File: config.mk
export PLATFORM = sky130hd
export DESIGN_NAME = draw_sequencer
export DESIGN_NICKNAME = d
export VERILOG_FILES = /design/src/rtl/draw_sequencer.sv
export SDC_FILE = /design/constraint.sdc
export NUM_CORES = 1
export LEC_CHECK = 0
export ABC_AREA = 1
export CORE_ASPECT_RATIO = 1.25
export CORE_UTILIZATION = 54
export DETAILED_ROUTE_END_ITERATION = 16
export DONT_BUFFER_PORTS = 1
export GPL_ROUTABILITY_DRIVEN = 0
export GPL_TIMING_DRIVEN = 0
export MAX_ROUTING_LAYER = met4
export PLACE_DENSITY = 0.78
export SETUP_SLACK_MARGIN = 0.02
export SYNTH_ARGS = -nofsm -noshare
export SYNTH_HDL_FRONTEND = slang
export SYNTH_SLANG_ARGS = --single-unit
File: constraint.sdc
create_clock -name clk -period 1.6 [get_ports clk]
set_input_delay 0.32 -clock clk [delete_from_list [all_inputs] [get_ports clk]]
set_output_delay 0.32 -clock clk [all_outputs]
set_load 0.005 [all_outputs]
File: src/rtl/draw_sequencer.sv
// Frame-level initiator for sprite drawers: once per frame tick, serves each
// client in index order through the begin_draw/done handshake and muxes its pixels.
module draw_sequencer #(
  parameter int NUM_CLIENTS = 2,
  parameter int FRAME_DIV   = 833333,
  parameter int TIMEOUT     = 4096
) (
  input  logic                     clk,
  input  logic                     resetn,
  input  logic                     enable,
  input  logic [4*NUM_CLIENTS-1:0] mv_req,
  output logic [4*NUM_CLIENTS-1:0] movement,
  output logic [NUM_CLIENTS-1:0]   begin_draw,
  input  logic [NUM_CLIENTS-1:0]   done,
  input  logic [8*NUM_CLIENTS-1:0] pix_x,
  input  logic [7*NUM_CLIENTS-1:0] pix_y,
  input  logic [3*NUM_CLIENTS-1:0] pix_color,
  input  logic [NUM_CLIENTS-1:0]   pix_en,
  output logic [7:0]               x,
  output logic [6:0]               y,
  output logic [2:0]               color,
  output logic                     plot,
  output logic                     busy,
  output logic                     frame_done,
  output logic [NUM_CLIENTS-1:0]   timeout_err,
  output logic                     tick_overrun
);

  localparam int IW = (NUM_CLIENTS > 1) ? $clog2(NUM_CLIENTS) : 1;
  localparam int FW = (FRAME_DIV > 1) ? $clog2(FRAME_DIV) : 1;
  localparam int TW = (TIMEOUT > 1) ? $clog2(TIMEOUT) : 1;

  localparam logic [IW-1:0] LAST = IW'(NUM_CLIENTS - 1);
  localparam logic [FW-1:0] FDM1 = FW'(FRAME_DIV - 1);
  localparam logic [TW-1:0] TOM1 = TW'(TIMEOUT - 1);

  typedef enum logic [2:0] {
    S_IDLE,
    S_START,
    S_WAIT,
    S_REL,
    S_END
  } state_t;

  state_t                   state_q;
  logic [IW-1:0]            idx_q;
  logic [TW-1:0]            wcnt_q;
  logic [FW-1:0]            tcnt_q;
  logic [FW-1:0]            tcnt_d;
  logic                     tick;
  logic [4*NUM_CLIENTS-1:0] mov_q;
  logic [NUM_CLIENTS-1:0]   bd_q;
  logic [NUM_CLIENTS-1:0]   terr_q;
  logic                     busy_q;
  logic                     fdone_q;
  logic                     ovr_q;
  logic [7:0]               x_q;
  logic [6:0]               y_q;
  logic [2:0]               col_q;
  logic                     plot_q;

  logic [NUM_CLIENTS-1:0]   idx_oh;
  logic                     wexp;
  logic                     sel_done;
  logic                     sel_en;
  logic [7:0]               sel_x;
  logic [6:0]               sel_y;
  logic [2:0]               sel_col;

  assign tick   = (tcnt_q == FDM1);
  assign wexp   = (wcnt_q == TOM1);
  assign idx_oh = NUM_CLIENTS'(1) << idx_q;

  // Free-running frame divider, wraps at FRAME_DIV-1
  always_comb begin
    tcnt_d = tick ? '0 : tcnt_q + 1'b1;
  end

  // Frame divider register
  always_ff @(posedge clk or negedge resetn) begin
    if (!resetn) tcnt_q <= '0;
    else         tcnt_q <= tcnt_d;
  end

  // Select the lanes of the client currently being served
  always_comb begin
    sel_done = 1'b0;
    sel_en   = 1'b0;
    sel_x    = '0;
    sel_y    = '0;
    sel_col  = '0;
    for (int i = 0; i < NUM_CLIENTS; i++) begin
      if (idx_q == IW'(i)) begin
        sel_done = done[i];
        sel_en   = pix_en[i];
        sel_x    = pix_x[8*i +: 8];
        sel_y    = pix_y[7*i +: 7];
        sel_col  = pix_color[3*i +: 3];
      end
    end
  end

  // Sequencer FSM with registered handshake and status outputs
  always_ff @(posedge clk or negedge resetn) begin
    if (!resetn) begin
      state_q <= S_IDLE;
      idx_q   <= '0;
      wcnt_q  <= '0;
      mov_q   <= '0;
      bd_q    <= '0;
      terr_q  <= '0;
      busy_q  <= 1'b0;
      fdone_q <= 1'b0;
      ovr_q   <= 1'b0;
    end else begin
      fdone_q <= 1'b0;
      if (tick && busy_q) ovr_q <= 1'b1;
      unique case (state_q)
        S_IDLE: begin
          if (tick && enable) begin
            mov_q   <= mv_req;
            idx_q   <= '0;
            busy_q  <= 1'b1;
            state_q <= S_START;
          end
        end
        S_START: begin
          bd_q    <= idx_oh;
          wcnt_q  <= '0;
          state_q <= S_WAIT;
        end
        S_WAIT: begin
          if (sel_done) begin
            bd_q    <= '0;
            wcnt_q  <= '0;
            state_q <= S_REL;
          end else if (wexp) begin
            bd_q    <= '0;
            terr_q  <= terr_q | idx_oh;
            wcnt_q  <= '0;
            state_q <= S_REL;
          end else begin
            wcnt_q  <= wcnt_q + 1'b1;
          end
        end
        S_REL: begin
          if (!sel_done || wexp) begin
            if (idx_q == LAST) begin
              fdone_q <= 1'b1;
              state_q <= S_END;
            end else begin
              idx_q   <= idx_q + 1'b1;
              state_q <= S_START;
            end
          end else begin
            wcnt_q  <= wcnt_q + 1'b1;
          end
        end
        S_END: begin
          busy_q  <= 1'b0;
          state_q <= S_IDLE;
        end
        default: state_q <= S_IDLE;
      endcase
    end
  end

  // One-cycle pixel path; coordinates hold outside the draw window
  always_ff @(posedge clk or negedge resetn) begin
    if (!resetn) begin
      x_q    <= '0;
      y_q    <= '0;
      col_q  <= '0;
      plot_q <= 1'b0;
    end else if (state_q == S_WAIT) begin
      x_q    <= sel_x;
      y_q    <= sel_y;
      col_q  <= sel_col;
      plot_q <= sel_en;
    end else begin
      plot_q <= 1'b0;
    end
  end

  assign movement     = mov_q;
  assign begin_draw   = bd_q;
  assign timeout_err  = terr_q;
  assign busy         = busy_q;
  assign frame_done   = fdone_q;
  assign tick_overrun = ovr_q;
  assign x            = x_q;
  assign y            = y_q;
  assign color        = col_q;
  assign plot         = plot_q;

endmodule

==> impl_results.html <==
<table>
<tr><th>Metric</th><th>Value</th></tr>
<tr><th colspan="2">Timing</th></tr>
<tr><td>Post-route minimum period</td><td>1.65 ns</td></tr>
<tr><td>RSZ-0062 raised after global routing</td><td>yes</td></tr>
<tr><td>Crit path setup slack, layout</td><td>-0.0479 ns</td></tr>
<tr><td>Final Cycle Share</td><td>103%</td></tr>
<tr><td>Final Skew</td><td>0.0101 ns</td></tr>
<tr><td>Worst hold margin</td><td>-0.352 ns</td></tr>
<tr><td>Worst Tran Pin Value</td><td>0.552 ns</td></tr>
<tr><td>Final count of hold timing violations</td><td>70</td></tr>
<tr><td>Endpoints failing setup</td><td>14</td></tr>
<tr><td>Headroom to the max-slew limit</td><td>63.2%</td></tr>
<tr><td>Number of slew-limit violations in the final report</td><td>0</td></tr>
<tr><td>Max Clock Freq</td><td>607 MHz</td></tr>
<tr><th colspan="2">Layout</th></tr>
<tr><td>Net count reported at finish</td><td>545</td></tr>
<tr><td>Final non-filler cell total</td><td>583</td></tr>
<tr><td>Multi-input gate area in the final layout</td><td>1890 µm²</td></tr>
<tr><td>Utilization after layout</td><td>67.2%</td></tr>
<tr><td>Share of post-route cells with drive strength above 1</td><td>24.6%</td></tr>
<tr><td>Ant. Diodes</td><td>0</td></tr>
<tr><td>Area growth syn-to-layout</td><td>19.4%</td></tr>
<tr><td>Combined flip-flop and latch cell area</td><td>1750 µm²</td></tr>
<tr><td>Fill cells</td><td>508</td></tr>
<tr><th colspan="2">Detailed routing</th></tr>
<tr><td>Count of antenna-violating nets left after detailed routing</td><td>0</td></tr>
<tr><td>Wire length per cell</td><td>16.2 µm</td></tr>
<tr><td>Post-Route WL</td><td>9440 µm</td></tr>
<tr><td>Number of DRC violations after detailed routing</td><td>0</td></tr>
<tr><td>Number of iterations in the first detailed-routing pass</td><td>5</td></tr>
<tr><td>Total number of vias</td><td>3276</td></tr>
<tr><td>Ratio of routed vias to standard cells</td><td>5.62</td></tr>
<tr><td>Initial DRC Count</td><td>292</td></tr>
<tr><th colspan="2">Global route</th></tr>
<tr><td>Global-route wire length before repair</td><td>14900 µm</td></tr>
<tr><td>Met3 layer usage reported by global route</td><td>3.96%</td></tr>
<tr><td>Initial antenna violation count</td><td>0</td></tr>
<tr><td>Most used routing layer in global routing</td><td>met2</td></tr>
<tr><td>GRT overflow</td><td>0</td></tr>
<tr><td>Maximum number of pins on one net before global-route repair</td><td>71</td></tr>
<tr><td>Number of global-route vias before repair</td><td>3333</td></tr>
<tr><td>Met1 GRT Util</td><td>28.7%</td></tr>
<tr><td>Tot GR Track Use</td><td>27.2%</td></tr>
<tr><td>Met2 GRT Util</td><td>49.2%</td></tr>
<tr><th colspan="2">Synth</th></tr>
<tr><td>Warning count from the yosys run</td><td>0</td></tr>
<tr><td>Proportion of register bits with asynchronous set or reset after synthesis</td><td>100%</td></tr>
<tr><td>Sequential cell area fraction in the yosys report</td><td>47.4%</td></tr>
<tr><td>Number of nets produced by synthesis</td><td>516</td></tr>
<tr><td>Post-synthesis instance area</td><td>3690 µm²</td></tr>
<tr><td>Number of register bits inferred by synthesis</td><td>70</td></tr>
<tr><td>Number of enable-type register cells in the synthesized netlist</td><td>0</td></tr>
<tr><td>Unique cell type count in the Yosys netlist</td><td>33</td></tr>
<tr><td>Synthesized area per cell</td><td>7.99 µm²</td></tr>
<tr><td>Ys flop type</td><td>dfrtp_1</td></tr>
<tr><td>Post-Syn Instances</td><td>462</td></tr>
<tr><th colspan="2">Setup path</th></tr>
<tr><td>Worst Path Arrival</td><td>1.90 ns</td></tr>
<tr><td>Capture point of the worst reg-to-reg path</td><td>movement[4]</td></tr>
<tr><td>Start-to-end type of the worst setup path</td><td>reg -&gt; reg</td></tr>
<tr><td>Data required time of the worst path</td><td>1.85 ns</td></tr>
<tr><td>Worst Path Max Fanout</td><td>6</td></tr>
<tr><td>Crit. End Element</td><td>flip-flop</td></tr>
<tr><td>Register-to-register setup slack</td><td>-0.05 ns</td></tr>
<tr><td>Type of element launching the critical path</td><td>flip-flop</td></tr>
<tr><td>Cells on worst reg2reg path</td><td>9</td></tr>
<tr><td>Launching point of the worst reg2reg path</td><td>tcnt_q[6]</td></tr>
<tr><th colspan="2">Clocking</th></tr>
<tr><td>TritonCTS clock tree</td><td>yes</td></tr>
<tr><td>Clock H-tree levels</td><td>3</td></tr>
<tr><td>Total CTS buffers</td><td>9</td></tr>
<tr><td>Clock Pin Slew Worst Setup and Hold Paths</td><td>0.08 ns</td></tr>
<tr><td>Clock Latency Late Sink</td><td>0.35 ns</td></tr>
<tr><td>Clock Tree Buf Depth</td><td>2</td></tr>
<tr><td>Number of clock sinks seen by CTS</td><td>70</td></tr>
<tr><td>Clock root buffer master</td><td>clkbuf_8</td></tr>
<tr><th colspan="2">Power and ir drop</th></tr>
<tr><td>Peak ir drop on the vdd network</td><td>0.000674 V</td></tr>
<tr><td>Leakage Power</td><td>2.05 nW</td></tr>
<tr><td>Pwr Density</td><td>739 nW/µm²</td></tr>
<tr><th colspan="2">Floorplanning</th></tr>
<tr><td>Core outline area</td><td>6570 µm²</td></tr>
<tr><td>Vertical die dimension</td><td>94.5 µm</td></tr>
<tr><td>Die Outline Area</td><td>7180 µm²</td></tr>
<tr><td>Die X-Extent</td><td>76.0 µm</td></tr>
<tr><td>Starting density of the core</td><td>56.3%</td></tr>
<tr><td>Number of cell rows</td><td>33</td></tr>
<tr><td>Io pins</td><td>85</td></tr>
<tr><th colspan="2">Place</th></tr>
<tr><td>DPL Wire Length</td><td>6060 µm</td></tr>
<tr><td>Place WS</td><td>-0.206 ns</td></tr>
<tr><td>Buffers on Ports</td><td>0</td></tr>
<tr><td>Placed instance count</td><td>549</td></tr>
<tr><th colspan="2">Min path</th></tr>
<tr><td>Worst min path class</td><td>in -&gt; async</td></tr>
<tr><th colspan="2">Flow run</th></tr>
<tr><td>Maximum Capacitance Violations</td><td>0</td></tr>
<tr><th colspan="2">Outcome</th></tr>
<tr><td>Result of the run</td><td>complete, but fails checks</td></tr>
<tr><td>Failing checks</td><td>hold timing, setup timing</td></tr>
</table>
cell usage after synthesis (2+ instances only):
cell,n,area (µm²)
buf_6,3,33.8
inv_1,41,154
nor4_1,2,12.5
a211oi_1,2,15.0
ha_1,3,37.5
nor3_1,10,50.1
dfrtp_1,70,1750
xnor2_1,2,17.5
o31ai_1,18,135
nor3_2,3,30.0
nand3_4,3,52.6
inv_2,9,33.8
nor2_1,80,300
clkbuf_1,8,30.0
o21bai_1,4,30.0
nand3_2,2,20.0
nand4_1,8,50.1
o21ai_0,7,35.0
nand3_1,25,125
nor2_2,3,18.8
xor2_1,5,43.8
nor2_4,5,56.3
o21ai_2,8,70.1
a21oi_1,14,70.1
nand2_2,5,31.3
o21ai_1,5,25.0
nand2_1,109,409
buf_2,3,15.0
layout make-up:
| class | count | share of cell area (%) |
|---|---|---|
| clock inverters | 6 | 1.62 |
| inverters | 50 | 4.37 |
| multi-input cells | 328 | 42.8 |
| repair buffers | 18 | 4.17 |
| well taps | 87 | 2.47 |
| flip-flops and latches | 70 | 39.7 |
| plain buffers | 14 | 1.99 |
| clock buffers | 10 | 2.89 |
critical path, cell delays in order (launching register included):
cell,delay [ns]
dfrtp_1,0.45
inv_1,0.11
nand2_1,0.07
nor2_1,0.19
nand3_2,0.13
nor2_4,0.16
nand3_4,0.14
buf_6,0.19
nand2_2,0.06
o21ai_2,0.05
layout by cell type, fill, tap and decap left out, types with 7 or more instances in the layout:
| cell | netlist | routed |
|---|---|---|
| nand2_1 | 109 | 95 |
| nand2_2 | 5 | 14 |
| o31ai_1 | 18 | 18 |
| dfrtp_1 | 70 | 69 |
| clkbuf_8 | 0 | 9 |
| o21ai_2 | 8 | 9 |
| buf_4 | 0 | 13 |
| inv_1 | 41 | 37 |
| a21oi_1 | 14 | 7 |
| clkbuf_1 | 8 | 8 |
| nand3_1 | 25 | 21 |
| a21oi_2 | 0 | 7 |
| inv_2 | 9 | 11 |
| nand4_1 | 8 | 8 |
| nor2_1 | 80 | 76 |
through the flow:
| step | instance area (µm²) | power [mW] | setup TNS [ns] |
|---|---|---|---|
| 2_1_floorplan | 3690 | 1.82 | 0 |
| 3_3_place_gp | 3800 | 1.83 | -2.00 |
| 3_5_place_dp | 3800 | 1.83 | -3.04 |
| 4_1_cts | 4170 | 3.25 | -0.308 |
| 5_1_grt | 4410 | 3.35 | -2.12 |
| 6_report | 4410 | 3.26 | -0.325 |
power by group:
group	switching [mW]	internal [mW]
combinational	0.0169	0.00887
clock	0.737	0.731
sequential	0	1.77
state kept, by name (all words and copies together), names as in the netlist, 2 cells and up:
register,cells
y,7
movement,8
tcnt_q,20
color,3
wcnt_q,12
timeout_err,2
x,8
state_q,3
begin_draw,2
what timing repair did:
action	4_1_cts	5_1_grt
setup buffers	8	8
cloned	1	1
setup endpoints to repair	34	43
endpoints found under the hold margin	70	70
resized for setup	23	44
pin swaps	8	16
metal layers:
layer / vias up / part of all wire, %
met1: 1567 / 39
met3: 33 / 4.1
met2: 125 / 54
met5: - / 0
met4: 0 / 2.7
li1: 1551 / -
how the worst max path moves through the flow:
stage | start | end | slack (ns) | cells after the start
6_report | tcnt_q[6] | movement[4] | -0.05 | 9
5_1_grt | tcnt_q[1] | tcnt_q[12] | -0.12 | 8
4_1_cts | tcnt_q[0] | tcnt_q[12] | -0.05 | 8
3_5_place_dp | tcnt_q[1] | idx_q | -0.21 | 10
3_3_place_gp | tcnt_q[0] | idx_q | -0.20 | 10
2_1_floorplan | tcnt_q[0] | idx_q | 0.04 | 10
cells by family after synthesis:
| logic type | synth area share (%) |
|---|---|
| compound gates | 10.9 |
| xor+xnor | 1.66 |
| fa+ha+maj | 1.02 |
| buf+inv | 7.22 |
| flops | 47.4 |
| simple gates | 31.8 |
Note: power is estimated with default switching activity, not from simulation.
